File: src/rtl/mulpop_pkg.sv
// Shared types and constants for the multiply/popcount arbiter slice.
package mulpop_pkg;
  localparam int OPW  = 24;
  localparam int RESW = 32;

  localparam logic [1:0] ST_OK  = 2'b11;
  localparam logic [1:0] ST_OVF = 2'b10;
  localparam logic [1:0] ST_TMO = 2'b00;

  typedef enum logic [1:0] {
    IDLE  = 2'd0,
    ISSUE = 2'd1,
    WAIT  = 2'd2,
    RESP  = 2'd3
  } state_t;
endpackage

File: src/rtl/mulpop_arbiter_rr_arb2.sv
// Two-way round-robin arbiter: combinational grant, pointer moves past the winner on accept.
module rr_arb2 (
  input  logic       clk,
  input  logic       n_reset,
  input  logic [1:0] req,
  input  logic       accept,
  output logic [1:0] grant
);
  logic ptr;

  // ptr names the requester that wins a tie.
  always_comb begin
    grant = req;
    if (req == 2'b11) grant = ptr ? 2'b10 : 2'b01;
  end

  always_ff @(posedge clk or negedge n_reset) begin
    if (!n_reset) ptr <= 1'b0;
    else if (accept) ptr <= ~grant[1];
  end
endmodule

File: src/rtl/mulpop_arbiter.sv
// Arbitrates two requesters onto the shared multiply/popcount EU, sequences the
// EU start/done handshake under a watchdog and returns the result to the winner.
module mulpop_arbiter
  import mulpop_pkg::*;
#(
  parameter int TIMEOUT = 64
) (
  input  logic              clk,
  input  logic              n_reset,
  input  logic [1:0]        req_valid,
  output logic [1:0]        req_ready,
  input  logic [2*OPW-1:0]  req_a1,
  input  logic [2*OPW-1:0]  req_a2,
  output logic [1:0]        rsp_valid,
  input  logic [1:0]        rsp_ready,
  output logic [RESW-1:0]   rsp_result,
  output logic [5:0]        rsp_ones,
  output logic [1:0]        rsp_status,
  output logic              eu_start,
  output logic [OPW-1:0]    eu_a1,
  output logic [OPW-1:0]    eu_a2,
  input  logic              eu_done,
  input  logic [RESW-1:0]   eu_result,
  input  logic              eu_ovf,
  input  logic [5:0]        eu_ones,
  output logic              busy,
  output logic [15:0]       op_count,
  output state_t            state_dbg
);
  localparam int WDW = $clog2(TIMEOUT + 1);

  state_t         state, state_nx;
  logic [1:0]     grant;
  logic           accept;
  logic           id;
  logic [WDW-1:0] wdog;
  logic           timed_out;
  logic [15:0]    count_q;

  rr_arb2 u_arb (
    .clk     (clk),
    .n_reset (n_reset),
    .req     (req_valid),
    .accept  (accept),
    .grant   (grant)
  );

  // Handshakes: a transfer happens on a rising edge where valid and ready are
  // both high; ready may depend combinationally on valid, never the reverse.
  assign accept    = |(req_valid & req_ready);
  assign timed_out = (wdog == WDW'(TIMEOUT));
  assign busy      = (state != IDLE);
  assign op_count  = count_q;
  assign state_dbg = state;

  always_ff @(posedge clk or negedge n_reset) begin
    if (!n_reset) state <= IDLE;
    else          state <= state_nx;
  end

  always_comb begin
    state_nx  = state;
    req_ready = 2'b00;
    rsp_valid = 2'b00;
    eu_start  = 1'b0;
    case (state)
      IDLE: begin
        req_ready = grant;
        if (|req_valid) state_nx = ISSUE;
      end
      ISSUE: begin
        eu_start = 1'b1;
        state_nx = WAIT;
      end
      WAIT: begin
        if (eu_done || timed_out) state_nx = RESP;
      end
      RESP: begin
        rsp_valid[id] = 1'b1;
        if (rsp_ready[id]) state_nx = IDLE;
      end
      default: state_nx = IDLE;
    endcase
  end

  always_ff @(posedge clk or negedge n_reset) begin
    if (!n_reset) begin
      id         <= 1'b0;
      eu_a1      <= '0;
      eu_a2      <= '0;
      wdog       <= '0;
      rsp_result <= '0;
      rsp_ones   <= '0;
      rsp_status <= ST_TMO;
      count_q    <= '0;
    end else begin
      case (state)
        IDLE: begin
          if (accept) begin
            id    <= grant[1];
            eu_a1 <= grant[1] ? req_a1[2*OPW-1:OPW] : req_a1[OPW-1:0];
            eu_a2 <= grant[1] ? req_a2[2*OPW-1:OPW] : req_a2[OPW-1:0];
          end
        end
        ISSUE: wdog <= '0;
        WAIT: begin
          // A done arriving on the watchdog's last cycle still counts as success.
          if (eu_done) begin
            rsp_result <= eu_result;
            rsp_ones   <= eu_ones;
            rsp_status <= eu_ovf ? ST_OVF : ST_OK;
          end else if (timed_out) begin
            rsp_result <= '0;
            rsp_ones   <= '0;
            rsp_status <= ST_TMO;
          end else begin
            wdog <= wdog + 1'b1;
          end
        end
        RESP: begin
          if (rsp_ready[id]) count_q <= count_q + 1'b1;
        end
        default: ;
      endcase
    end
  end
endmodule

File: config.mk
export PLATFORM = sky130hd
export DESIGN_NAME = mulpop_arbiter
export DESIGN_NICKNAME = d
export VERILOG_FILES = /design/src/rtl/mulpop_pkg.sv /design/src/rtl/mulpop_arbiter_rr_arb2.sv /design/src/rtl/mulpop_arbiter.sv
export SDC_FILE = /design/constraint.sdc
export NUM_CORES = 1
export LEC_CHECK = 0
export CORE_AREA = 8 8 135 137
export CTS_BUF_LIST = sky130_fd_sc_hd__clkbuf_2 sky130_fd_sc_hd__clkbuf_4 sky130_fd_sc_hd__clkbuf_8
export DETAILED_ROUTE_END_ITERATION = 8
export DIE_AREA = 0 0 143 145
export SKIP_CTS_REPAIR_TIMING = 1
export SLEW_MARGIN = 25
export SYNTH_ARGS = -nofsm -noshare
export SYNTH_HDL_FRONTEND = slang
export SYNTH_SLANG_ARGS = --single-unit
export TNS_END_PERCENT = 10
File: constraint.sdc
create_clock -name clk -period 3.1 [get_ports clk]
set_clock_uncertainty 0.1 [all_clocks]
set_input_delay 0.31 -clock clk [delete_from_list [all_inputs] [get_ports clk]]
set_output_delay 0.31 -clock clk [all_outputs]
set_load 0.02 [all_outputs]
==> impl_metrics.json, run 1 <==
{
  "cpPeakStageDelay_ns": 0.63,
  "antenna_cells": 0,
  "reg2reg_depth": 7,
  "p_leak_nw": 3.543,
  "vias": 4256,
  "fmax_ghz": 0.3921,
  "port_buffers": 253,
  "cp_max_fo": 5,
  "core_area_mm2": 0.01617,
  "netlist_instances": 377,
  "slowest_stage": "clkdlybuf4s50_1",
  "drt_iter0_markers": 315,
  "grt_pass1_wl_um": 26030,
  "maxSlewHeadroom": 0.4659,
  "row_count": 47,
  "synth.avg_cell_area_um2": 12.46,
  "globalplace.congestion": 0.7975,
  "gr-usage-all-layers": 0.1592,
  "period_minus_slack_ns": 2.550,
  "cp_top_family": "buffers and inverters",
  "multiInputGateArea_mm2": 0.001546,
  "h-tree-depth": 4,
  "grt_max_degree": 62,
  "path_buf_inv": 2,
  "rsz0062_at_grt": "no",
  "finalHoldViolCount": 0,
  "clk_latency_ns": 0.42,
  "worstPathCellList": "inv_1, ha_1, nand2_1, a21oi_4, clkdlybuf4s50_1",
  "finalMaxSlewViolations": 0,
  "timing.rr.start": "state_dbg[0]",
  "async_flop_share": 1.000,
  "fp.dieArea_mm2": 0.02074,
  "setup_tns_ns": 0,
  "die_w_um": 143,
  "ant_nets": 0,
  "p_total_mw": 7.597,
  "clock-sinks": 115,
  "synth_cell_types": 35,
  "period_share": 0.8226,
  "required_ns": 2.69,
  "tightest_slew_ns": 0.8012,
  "area_growth_syn_to_layout_pct": 67.92,
  "min_path_cells": 1,
  "hold-worst-slack_ns": 0.3755,
  "cp.arrival_ns": 2.14,
  "startpoint": "state_dbg[0]",
  "finalNetCount": 780,
  "synth_flop_cell": "dfrtp_1",
  "regArea_mm2": 0.002878,
  "ys_seq_area_frac": 0.6128,
  "grt_pass1_vias": 4668,
  "drt-pass1-iter-count": 9,
  "outcome": "finished clean",
  "via_per_inst": 4.926,
  "yosysWarnings": 0,
  "r2r_slack_ns": 1.04,
  "hp-class": "reg -> reg",
  "cts_buffers": 17,
  "grt.overflow.total": 0,
  "setup_violations": 0,
  "syn_nets": 526,
  "cts-root-buf": "clkbuf_8",
  "dp_slack_ns": 0.8490,
  "num-fill-cells": 1430,
  "drive_above_1_share": 0.07919,
  "cts_tree": "yes",
  "regToRegEndpoint": "eu_a1[12]",
  "clockBufferDepth": 2,
  "ios": 254,
  "ir_drop_mv": 0.4155,
  "worstSetupPathType": "reg -> out",
  "start_util": 0.2904,
  "dp_hpwl_um": 12350,
  "pwr_density_cell_mw_per_mm2": 963.5,
  "setup_slack_ns": 0.5498,
  "max_cap_viol_count": 0,
  "wl_um": 16690,
  "min_to": "op_count[15]",
  "drc": 0,
  "clk_pin_slew_worst_paths_ns": 0.07,
  "min_from": "op_count[15]",
  "die_y_um": 145,
  "grt_antenna_before_repair": 0,
  "worstSetupStartpointType": "register",
  "cp-end-kind": "output pin",
  "netlist_area_mm2": 0.004696,
  "synth_edf_count": 0,
  "synth_seq_cells": 115,
  "post_drt_wl_per_cell_um": 19.31
}
[kinds of logic (layout without fill, tap and decap cells)]
kind of cell	Yosys count	count (layout)	synth area share
DFF	115	115	0.6128
AOI/OAI and AO/OA	102	102	0.1988
buffers and inverters	81	348	0.06581
and+or+nand+nor	50	50	0.05889
xor gates and xnor gates	16	16	0.02984
adders and majority gates	7	7	0.01865
muxes	6	6	0.01519
[metrics by stage]
stage	instances	util	instance area, um2
2_1_floorplan	377	-	4696
3_3_place_gp	831	0.4636	7497
3_5_place_dp	831	0.4636	7497
4_1_cts	863	0.4870	7875
5_1_grt	864	0.4876	7885
6_report	864	0.4876	7885
[synth_stat cells, types with 2 or more instances]
library cell / number / area [um2]
and2_1: 2 / 12.51
xnor2_1: 11 / 96.34
nor3_1: 3 / 15.01
mux2i_1: 3 / 30.03
nand2_1: 12 / 45.04
clkbuf_1: 21 / 78.83
ha_1: 7 / 87.58
a22o_1: 39 / 341.6
o21ai_1: 2 / 10.01
mux2_4: 2 / 30.03
nand4_1: 8 / 50.05
buf_2: 4 / 20.02
a222oi_1: 48 / 480.5
a21oi_1: 2 / 10.01
xor2_1: 5 / 43.79
dfrtp_1: 115 / 2878
a21o_1: 4 / 30.03
nand3_1: 10 / 50.05
inv_1: 56 / 210.2
nor2b_1: 2 / 12.51
and3_1: 5 / 31.28
and3_2: 2 / 15.01
nor2_1: 2 / 7.510
[worst reg2reg max path: cells and delay by family (launching register included)]
| family | cells | cell delay [ns] |
|---|---|---|
| buffers and inverters | 3 | 0.64 |
| flip-flops | 1 | 0.43 |
| AO/OA/AOI/OAI | 2 | 0.40 |
| adder cells (fa/ha/maj) | 1 | 0.30 |
| AND/OR/NAND/NOR | 1 | 0.13 |
[per-layer routing]
layer,vias to the layer above,wire (um),global-route usage
met1,2084,6590,0.1764
met5,-,0,0
met3,18,2055,0.08596
met2,227,7816,0.2560
met4,0,225,0.04997
li1,1927,-,-
[state kept, by name (all words and copies together), names as in the netlist, 2 cells and up]
register and count:
wdog 7, eu_a1 24, rsp_status 2, eu_a2 24, rsp_result 32, op_count 16, state_dbg 2, rsp_ones 6
[where the power goes]
part           internal (mW)  leakage [nW]  total [mW]  switching [mW]
combinational           1.85          1.90        3.76            1.91
sequential              2.11          1.46        2.52           0.405
clock                  0.718         0.188        1.32           0.601
[worst max path at each step]
stage,slack (ns),end,cells after the start
3_3_place_gp,0.86,req_ready[1],4
6_report,0.55,req_ready[0],5
5_1_grt,0.43,req_ready[0],5
4_1_cts,0.51,req_ready[1],5
2_1_floorplan,1.18,eu_a2[11],7
3_5_place_dp,0.85,req_ready[1],4
[layout make-up]
cell class	instances	share of cell area
clock buffer	23	0.03777
multi-input combinational	181	0.1961
timing repair buffer	260	0.3294
sequential	115	0.3650
inverter	56	0.02666
tap	220	0.03491
clock inverter	9	0.01016
[cells in the final DEF, fill, tap and decap left out, types with 2 or more instances in the layout]
cell type        count
a21o_1               4
a21oi_4              2
a222oi_1            48
a22o_1              39
and2_1               2
and3_1               5
and3_2               2
buf_4                6
clkbuf_4             3
clkbuf_8            20
clkdlybuf4s50_1    252
clkinv_2             4
clkinvlp_4           4
dfrtp_1            115
ha_1                 7
inv_1               56
mux2_4               2
mux2i_1              3
nand2_1             12
nand3_1             10
nand4_1              8
nor2_1               2
nor2b_1              2
nor3_1               3
xnor2_1             11
xor2_1               5
No activity file was read; power rests on OpenSTA's default activity.
==> inputs of run 2 (changes only) <==
PLACE_DENSITY = 0.66   (was unset)
clock period = 2.2 ns   (was 3.1 ns; I/O delays follow)
==> run 2 against run 1 <==
Highest routed layer unchanged. Clock power increased by 53%. Largest cell class unchanged. Critical endpoint is now req_ready[1]. Clock-buffer cell count is 4 lower. Worst setup slack worse by 0.35 ns. Register-to-register slack got worse by 0.76 ns.
==> impl_metrics.json, run 2 (synthesized netlist as in run 1, its figures left out) <==
{
  "finalHoldViolCount": 0,
  "vias": 4243,
  "design_area_mm2": 0.008015,
  "port_buffers": 253,
  "cp_top_family": "flip-flops",
  "clk_pin_slew_worst_paths_ns": 0.07,
  "clockBufferDepth": 2,
  "placed_area_mm2": 0.007575,
  "setup_tns_ns": 0,
  "max_cap_viol_count": 0,
  "worstSetupPathType": "reg -> out",
  "hold-worst-slack_ns": 0.2525,
  "die_w_um": 143,
  "hp-class": "in -> async",
  "clk_latency_ns": 0.43,
  "worstSetupStartpointType": "register",
  "reg_top3": "rsp_result: 32 flops, eu_a1: 24 flops, eu_a2: 24 flops",
  "num-fill-cells": 1412,
  "core_area_mm2": 0.01617,
  "path_buf_inv": 2,
  "period_minus_slack_ns": 2.002,
  "grt.overflow.total": 0,
  "row_count": 47,
  "fmax_ghz": 0.4995,
  "cp_max_fo": 5,
  "start_util": 0.2904,
  "cts-root-buf": "clkbuf_8",
  "required_ns": 1.88,
  "gr-usage-all-layers": 0.1552,
  "largest-register": "rsp_result",
  "endpoint": "req_ready[1]",
  "p_leak_nw": 3.687,
  "via_per_inst": 4.877,
  "ir_drop_mv": 0.6634,
  "grt_pass1_wl_um": 25390,
  "drt_iter0_markers": 363,
  "setup_violations": 0,
  "grt_max_degree": 51,
  "period_share": 0.9100,
  "area_growth_syn_to_layout_pct": 70.69,
  "tightest_slew_ns": 0.6471,
  "finalNetCount": 787,
  "drt-pass1-iter-count": 6,
  "slowest_stage": "dfrtp_1",
  "r2r_slack_ns": 0.28,
  "ios": 254,
  "timing.rr.start": "state_dbg[1]",
  "crit_cells": 5,
  "cp-end-kind": "output pin",
  "stdcell_count": 870,
  "drc": 0,
  "ant_nets": 0,
  "grt_antenna_before_repair": 0,
  "cts_tree": "yes",
  "wl_um": 15890,
  "die_y_um": 145,
  "globalplace.congestion": 0.8137,
  "worstPathCellList": "inv_1, ha_1, nand2_1, a21oi_4, dlymetal6s2s_1",
  "reg2reg_depth": 7,
  "dp_hpwl_um": 12100,
  "h-tree-depth": 4,
  "drive_above_1_share": 0.08923,
  "final_common_cell": "clkdlybuf4s50_1",
  "grt_pass1_vias": 4767,
  "fp.dieArea_mm2": 0.02074,
  "maxSlewHeadroom": 0.5686,
  "startpoint": "state_dbg[1]",
  "layout_common_cells": "246 x clkdlybuf4s50_1, 115 x dfrtp_1, 56 x inv_1",
  "cts_buffers": 17,
  "cp.arrival_ns": 1.68,
  "post_drt_wl_per_cell_um": 18.26,
  "regToRegEndpoint": "eu_a1[11]",
  "finalMaxSlewViolations": 0,
  "clock-sinks": 115,
  "pwr_density_cell_mw_per_mm2": 1359,
  "outcome": "finished clean",
  "post-route-util": 0.4956,
  "cpPeakStageDelay_ns": 0.43,
  "antenna_cells": 0,
  "placedCellCount": 838,
  "largest_reg_flops": 32,
  "rsz0062_at_grt": "no"
}
[run 2: through the flow]
stage               power (mW)  setup WS, ns
global route             11.59       0.03025
finish                   10.89        0.1980
CTS                      11.06       -0.2410
floorplan                6.221        0.2757
global placement         8.824        0.2692
detailed placement       8.953        0.2312
[run 2: final cells by class]
type	instances	area, um2	area share
multi-input combinational	181	1549	0.1933
sequential	115	2878	0.3590
timing repair buffer	267	2690	0.3356
clock inverter	12	157.7	0.01967
inverter	56	210.2	0.02623
tap	220	275.3	0.03434
clock buffer	19	255.2	0.03185
[run 2: where the power goes]
group	total [mW]	leakage (nW)	internal [mW]	switching, mW
clock network	2.02	0.202	1.16	0.864
logic	5.31	2.03	2.66	2.65
registers	3.56	1.46	2.97	0.583
[run 2: how the worst min path moves through the flow]
stage                     startpoint              to  slack, ns  depth (start not counted)
after floorplan              n_reset        eu_a1[0]      -0.18                          0
after global placement       n_reset  rsp_result[19]       0.18                          1
after detailed placement     n_reset  rsp_result[19]       0.19                          1
after CTS                    n_reset       u_arb.ptr      -0.30                          1
after global routing      req_a2[41]       eu_a2[17]       0.24                          3
final                        n_reset  rsp_result[19]       0.25                          2
[run 2: per-layer routing]
metal | GRT usage | vias up | part of all wire
met4 | 0.05369 | 0 | 0.013
li1 | - | 1940 | -
met5 | 0 | - | 0
met1 | 0.1756 | 2049 | 0.40
met2 | 0.2501 | 239 | 0.48
met3 | 0.07415 | 15 | 0.11
[run 2: worst reg2reg max path: stages (launching register included)]
cell	delay [ns]
dfrtp_1	0.42
inv_1	0.09
ha_1	0.23
nand2_1	0.12
a21oi_4	0.04
buf_4	0.28
a222oi_1	0.46
inv_1	0.07
==> inputs of run 3 (changes only) <==
CTS_CLUSTER_DIAMETER = 150   (was unset)
==> results of run 3 <==
No change in the layout: final DEF, timing and power equal those of run 2.
